### config.mk
export PLATFORM = sky130hd
export DESIGN_NAME = alu_seq
export DESIGN_NICKNAME = d
export VERILOG_FILES = /design/src/rtl/alu_seq.sv
export SDC_FILE = /design/constraint.sdc
export NUM_CORES = 1
export LEC_CHECK = 0
export ABC_AREA = 1
export CAP_MARGIN = 30
export CORE_ASPECT_RATIO = 0.9
export CORE_UTILIZATION = 55
export CTS_BUF_LIST = sky130_fd_sc_hd__clkbuf_8
export CTS_CLUSTER_SIZE = 20
export DETAILED_ROUTE_END_ITERATION = 16
export PLACE_DENSITY = 0.81
export SETUP_SLACK_MARGIN = 0.02
export SLEW_MARGIN = 30
export SYNTH_ARGS = -nofsm -noshare
export SYNTH_HDL_FRONTEND = slang
export SYNTH_SLANG_ARGS = --single-unit
### constraint.sdc
create_clock -name clock -period 2.7 [get_ports clock]
set_input_delay 0.27 -clock clock [delete_from_list [all_inputs] [get_ports clock]]
set_output_delay 0.27 -clock clock [all_outputs]
set_load 0.005 [all_outputs]
### src/rtl/alu_seq.sv
// alu_seq: sequential ALU with single-cycle logic/arithmetic ops and multi-cycle shift/multiply
// Build option: define ALU_SEQ_MUL_EN to implement the shift-add multiplier on sel 12;
//   when it is undefined sel 12 completes in one cycle as an illegal opcode.
// Ports:
//   clock            rising-edge clock
//   reset            synchronous, active-low reset
//   start, sel, a, b request, opcode and operands, sampled in IDLE or DONE
//   c                registered result, held until the next done
//   busy             high while a shift or multiply runs
//   done             one-cycle pulse when c and the flags are updated
//   zf, cf, nf, vf   zero / carry / negative / overflow flags
//   illegal          set with done for an unsupported opcode
module alu_seq #(
  parameter int WIDTH = 16,
  parameter int SHW   = 4
) (
  input  logic             clock,
  input  logic             reset,
  input  logic             start,
  input  logic [3:0]       sel,
  input  logic [WIDTH-1:0] a,
  input  logic [WIDTH-1:0] b,
  output logic [WIDTH-1:0] c,
  output logic             busy,
  output logic             done,
  output logic             zf,
  output logic             cf,
  output logic             nf,
  output logic             vf,
  output logic             illegal
);
  localparam logic [1:0] IDLE = 2'd0;
  localparam logic [1:0] RUN  = 2'd1;
  localparam logic [1:0] DONE = 2'd2;
  localparam logic [3:0] OP_SHL = 4'd10;
  localparam logic [3:0] OP_SHR = 4'd11;
  localparam logic [3:0] OP_MUL = 4'd12;
  localparam logic [WIDTH:0] ONE = {{WIDTH{1'b0}}, 1'b1};
  localparam logic [SHW:0] CNT_LAST = {{SHW{1'b0}}, 1'b1};
  localparam logic [SHW:0] MUL_CNT = (SHW + 1)'(WIDTH);
  logic [1:0]       state;
  logic [3:0]       op;
  logic [WIDTH-1:0] acc;
  logic [SHW:0]     cnt;
  logic             accept;
  logic             shift_op;
  logic             is_mul;
  logic             multi;
  logic [WIDTH:0]   ext;
  logic [WIDTH-1:0] ic;
  logic             icf;
  logic             ivf;
  logic             ill;
  logic [WIDTH-1:0] sh_acc;
  logic             sh_out;
  logic [WIDTH-1:0] run_acc;
  logic [WIDTH-1:0] run_c;
  logic             run_cf;
  assign accept   = start && (state == IDLE || state == DONE);
  assign shift_op = sel == OP_SHL || sel == OP_SHR;
  assign busy     = state == RUN;
`ifdef ALU_SEQ_MUL_EN
  // Multiplier: acc holds the running upper half, lo the multiplier bits that
  // are consumed LSB first and replaced by the finished low product bits.
  logic [WIDTH-1:0] ra;
  logic [WIDTH-1:0] lo;
  logic [WIDTH:0]   msum;
  assign is_mul  = sel == OP_MUL;
  assign msum    = {1'b0, acc} + (lo[0] ? {1'b0, ra} : '0);
  assign run_acc = op == OP_MUL ? msum[WIDTH:1] : sh_acc;
  assign run_c   = op == OP_MUL ? {msum[0], lo[WIDTH-1:1]} : sh_acc;
  assign run_cf  = op == OP_MUL ? |msum[WIDTH:1] : sh_out;
`else
  assign is_mul  = 1'b0;
  assign run_acc = sh_acc;
  assign run_c   = sh_acc;
  assign run_cf  = sh_out;
`endif
  // A zero shift amount completes like any single-cycle op.
  assign multi  = is_mul || (shift_op && b[SHW-1:0] != '0);
  assign sh_acc = op == OP_SHL ? acc << 1 : acc >> 1;
  assign sh_out = op == OP_SHL ? acc[WIDTH-1] : acc[0];
  // Single-cycle results; borrow/carry come from the zero-extended top bit.
  always_comb begin
    ext = '0;
    ic  = '0;
    icf = 1'b0;
    ivf = 1'b0;
    ill = 1'b0;
    case (sel)
      4'd0: ic = a;
      4'd1: ic = a & b;
      4'd2: ic = a | b;
      4'd3: ic = a ^ b;
      4'd4: ic = ~a;
      4'd5: begin
        ext = {1'b0, a} + {1'b0, b};
        ic  = ext[WIDTH-1:0];
        icf = ext[WIDTH];
        ivf = (a[WIDTH-1] == b[WIDTH-1]) && (ic[WIDTH-1] != a[WIDTH-1]);
      end
      4'd6: begin
        ext = {1'b0, a} - {1'b0, b};
        ic  = ext[WIDTH-1:0];
        icf = ext[WIDTH];
        ivf = (a[WIDTH-1] != b[WIDTH-1]) && (ic[WIDTH-1] != a[WIDTH-1]);
      end
      4'd7: begin
        ext = {1'b0, a} + ONE;
        ic  = ext[WIDTH-1:0];
        icf = ext[WIDTH];
        ivf = !a[WIDTH-1] && ic[WIDTH-1];
      end
      4'd8: begin
        ext = {1'b0, a} - ONE;
        ic  = ext[WIDTH-1:0];
        icf = ext[WIDTH];
        ivf = a[WIDTH-1] && !ic[WIDTH-1];
      end
      4'd9:  ic = '0;
      4'd10: ic = a;
      4'd11: ic = a;
      default: ill = 1'b1;
    endcase
  end
  always_ff @(posedge clock) begin
    if (!reset) begin
      state   <= IDLE;
      op      <= '0;
      acc     <= '0;
      cnt     <= '0;
      c       <= '0;
      done    <= 1'b0;
      zf      <= 1'b0;
      cf      <= 1'b0;
      nf      <= 1'b0;
      vf      <= 1'b0;
      illegal <= 1'b0;
`ifdef ALU_SEQ_MUL_EN
      ra      <= '0;
      lo      <= '0;
`endif
    end else begin
      done <= 1'b0;
      if (accept) begin
        op <= sel;
        if (multi) begin
          state <= RUN;
          acc   <= is_mul ? '0 : a;
          cnt   <= is_mul ? MUL_CNT : {1'b0, b[SHW-1:0]};
`ifdef ALU_SEQ_MUL_EN
          ra    <= a;
          lo    <= b;
`endif
        end else begin
          state   <= DONE;
          done    <= 1'b1;
          c       <= ic;
          zf      <= !ill && ic == '0;
          cf      <= icf;
          nf      <= ic[WIDTH-1];
          vf      <= ivf;
          illegal <= ill;
        end
      end else if (state == RUN) begin
        acc <= run_acc;
        cnt <= cnt - 1'b1;
`ifdef ALU_SEQ_MUL_EN
        lo  <= {msum[0], lo[WIDTH-1:1]};
`endif
        if (cnt == CNT_LAST) begin
          state   <= DONE;
          done    <= 1'b1;
          c       <= run_c;
          zf      <= run_c == '0;
          cf      <= run_cf;
          nf      <= run_c[WIDTH-1];
          vf      <= 1'b0;
          illegal <= 1'b0;
        end
      end else if (state == DONE) begin
        state <= IDLE;
      end
    end
  end
endmodule

==> results.md <==
* Place WS at -253 ps
* Routed via count at 8243
* Leading post-synthesis cells by cell area: nand2_1 (20%), dfxtp_1 (15%), ha_1 (11%)
* Fin nets at 1404
* Largest net degree at the start of global routing at 39
* Initial Util at 56.9%
* Drt pass-1 iters at 5
* Largest family of logic cells by synthesized area: simple AND/OR/NAND/NOR gates
* Final HPWL DP at 19.3 mm
* Setup crit start kind: primary input
* R2R Setup Slk at 540 ps
* Placed cell area at 8010 um2
* Die ar. at 11700 um2
* FMAX at 385 MHz
* Setup crit end kind: register
* Commonest cells in the netlist: nand2_1 (327), nor2_1 (158), inv_1 (150)
* Count leader, synth: nand2_1
* Cell Area, Synth at 6210 um2
* Max-Cap Viols at 0
* Min setup slack post-route at 103 ps
* FILL cells at 977
* Worst vdd ir at 0.359 mV
* Critical path class: primary input to register
* Unrepaired setup endpoints after global routing: yes
* Yosys cell types at 40
* Vias per cell at 5.64
* Die height at 103 um
* Post-CTS Setup Inserts at 0
* Yosys warns at 0
* First-iteration detailed-routing DRC count at 1001
* Vias in the first global route at 7183
* Post-Synth Adder-Cell Area at 11.7%
* Yosys top cell by area: nand2_1
* First-pass GRT wire length at 37.2 mm
* Syn Inst Count at 1123
* Skew final at 4.24 ps
* Worst min path class: register to register
* Layout cells sized above 1 at 15.6%
* Die width at 114 um
* DR WL/cell at 16.5 um
* Synth async-reset ratio at 0%
* Clock latency at the later pin of the worst-skew pair at 320 ps
* Syn Area/Cell at 5.53 um2
* Final Power at 2.54 mW
* Cell row count at 36
* Routed wire length at 24.1 mm
* H-Tree Depth at 2
* Multiplexer share of the synthesized area at 0.181%
* Crit path time final at 2600 ps
* Port bufs at 61
* Gpl congestion at 0.993
* Total gr overflow at 0
* Leakage at 4.13 nW
* ANT nets after route at 0
* CTS tree: yes
* Final setup viols at 0
* Post-synthesis simple-gate area fraction at 43.9%
* Total CTS buffers at 5
* Global Route Usage Sum at 41.3%
* Ant diodes at 0
* Fin. max-slew vios at 0
* CTS Root Cell: clkbuf_8
* Finished Cell Area at 8180 um2
* Syn nets at 1219
* Synth Area in XOR/XNOR at 0.565%
* Hold Vio Cnt, Final at 0
* Initial antenna violation count at 0
* Synth Register Bits at 48
* Synth Area in Compound Gates at 15.3%
* Main flop type after synthesis: dfxtp_1
* Relative slew margins at 43.7%
* CP Max Fanout at 8
* Core box area at 10900 um2
* CTS clk-pin slew, worst paths at 90 ps
* Ratio of final minimum period to clock period at 96.2%
* CP arrival at 2850 ps
* Status: complete, no violations
* Area grow syn2layout at 31.8%
* Worst-margin pin slew at 842 ps
* Register area share after synthesis at 15.5%
* Clock Path Buffers at 2
* Area share of the largest cell type after synthesis at 19.8%
* Power density over cell area at 310 nW/um2
* DR DRC count at 0
* Required @ worst endpoint at 2950 ps
* Number of top-level pins at 62
* EDFF count, synth at 0
* # clock sinks at 48
==> worst max-delay path, stage by stage <==
cell and delay [ps]:
clkdlybuf4s50_1 480, inv_1 80, ha_1 410, nor2_2 230
nand2_1 110, inv_1 130, nand3_1 210, nand3_1 130
nand2_1 50, nand3_1 90, nand3_1 120, nor2_2 170
nand2_1 70, nor2_1 110, nand2_1 70, a21oi_2 100
==> flip-flops by register name, indices dropped and copies added (netlist names), 2 cells and up <==
register	count
op	4
acc	16
cnt	5
c	16
state	2
==> stage by stage <==
step | TNS [ps] | hold slack (ps) | cells | util (%)
global route | -1.56 | 486 | 1461 | 75.0
finish | 0 | 471 | 1461 | 75.0
floorplan | 0 | 421 | 1123 | -
CTS | 0 | 469 | 1461 | 74.5
global placement | -1220 | 451 | 1453 | 73.5
detailed placement | -1670 | 456 | 1453 | 73.5
==> power by group <==
| group | switching, mW | internal [mW] |
|---|---|---|
| clock network | 0.253 | 0.271 |
| registers | 0.0259 | 0.749 |
| logic | 0.710 | 0.528 |
==> worst paths after layout <==
check / end / cells past startpoint / from
worst max-delay path: zf$_SDFFE_PN0P_ / 16 / b[9]
worst min-delay path: c[0]$_SDFFE_PN0P_ / 2 / c[0]$_SDFFE_PN0P_
worst max register to register: c[0]$_SDFFE_PN0P_ / 9 / state[0]$_SDFFE_PN0P_
worst min register to register: c[0]$_SDFFE_PN0P_ / 2 / c[0]$_SDFFE_PN0P_
==> repair_timing <==
item                       in CTS  in global routing
hold buffers                    0                  0
gates resized for setup         0                 18
setup endpoints to repair       0                  9
==> kinds of logic after synthesis <==
family	count (synthesis)
multiplexers	1
buffers and inverters	197
flip-flops	48
adder cells (fa/ha/maj)	57
AND/OR/NAND/NOR	649
XOR/XNOR	4
AO/OA/AOI/OAI	167
==> cell usage in the layout (no fill, tap or decap), types with 2 or more instances in the layout <==
cell type / n
clkdlybuf4s50_1: 58
nor2_2: 11
buf_4: 155
inv_1: 150
dfxtp_1: 48
nand3b_1: 7
o21ai_1: 9
a31oi_1: 17
ha_4: 2
o221ai_1: 2
a21oi_1: 50
a211oi_1: 5
nand4_1: 18
o22ai_1: 6
buf_12: 2
and2_1: 2
o211ai_1: 4
nor4_1: 6
ha_1: 53
dlymetal6s2s_1: 3
o21bai_1: 3
or2_2: 7
o21ai_0: 56
xnor2_1: 2
clkbuf_8: 5
nand2_1: 326
a221oi_1: 10
nor2_1: 153
inv_2: 8
nor3_1: 6
nand2_2: 4
nand3_1: 105
xor2_1: 2
==> layout make-up <==
cell class	count	area [um2]	area share (%)
clock buffer	5	68.8	0.841
sequential	48	961	11.7
clock inverter	3	38.8	0.474
multi-input combinational	878	4510	55.1
timing repair buffer	218	1820	22.3
tap	152	190	2.32
inverter	157	589	7.20
==> layer usage <==
metal / track usage, % / routed length (um) / share of wire [%]
met2: 64.4 / 10200 / 42
met5: 0 / 0 / 0
met4: 13.1 / 740 / 3.1
met1: 59.4 / 10400 / 43
met3: 4.88 / 2740 / 11
No activity file was read; power rests on OpenSTA's default activity.
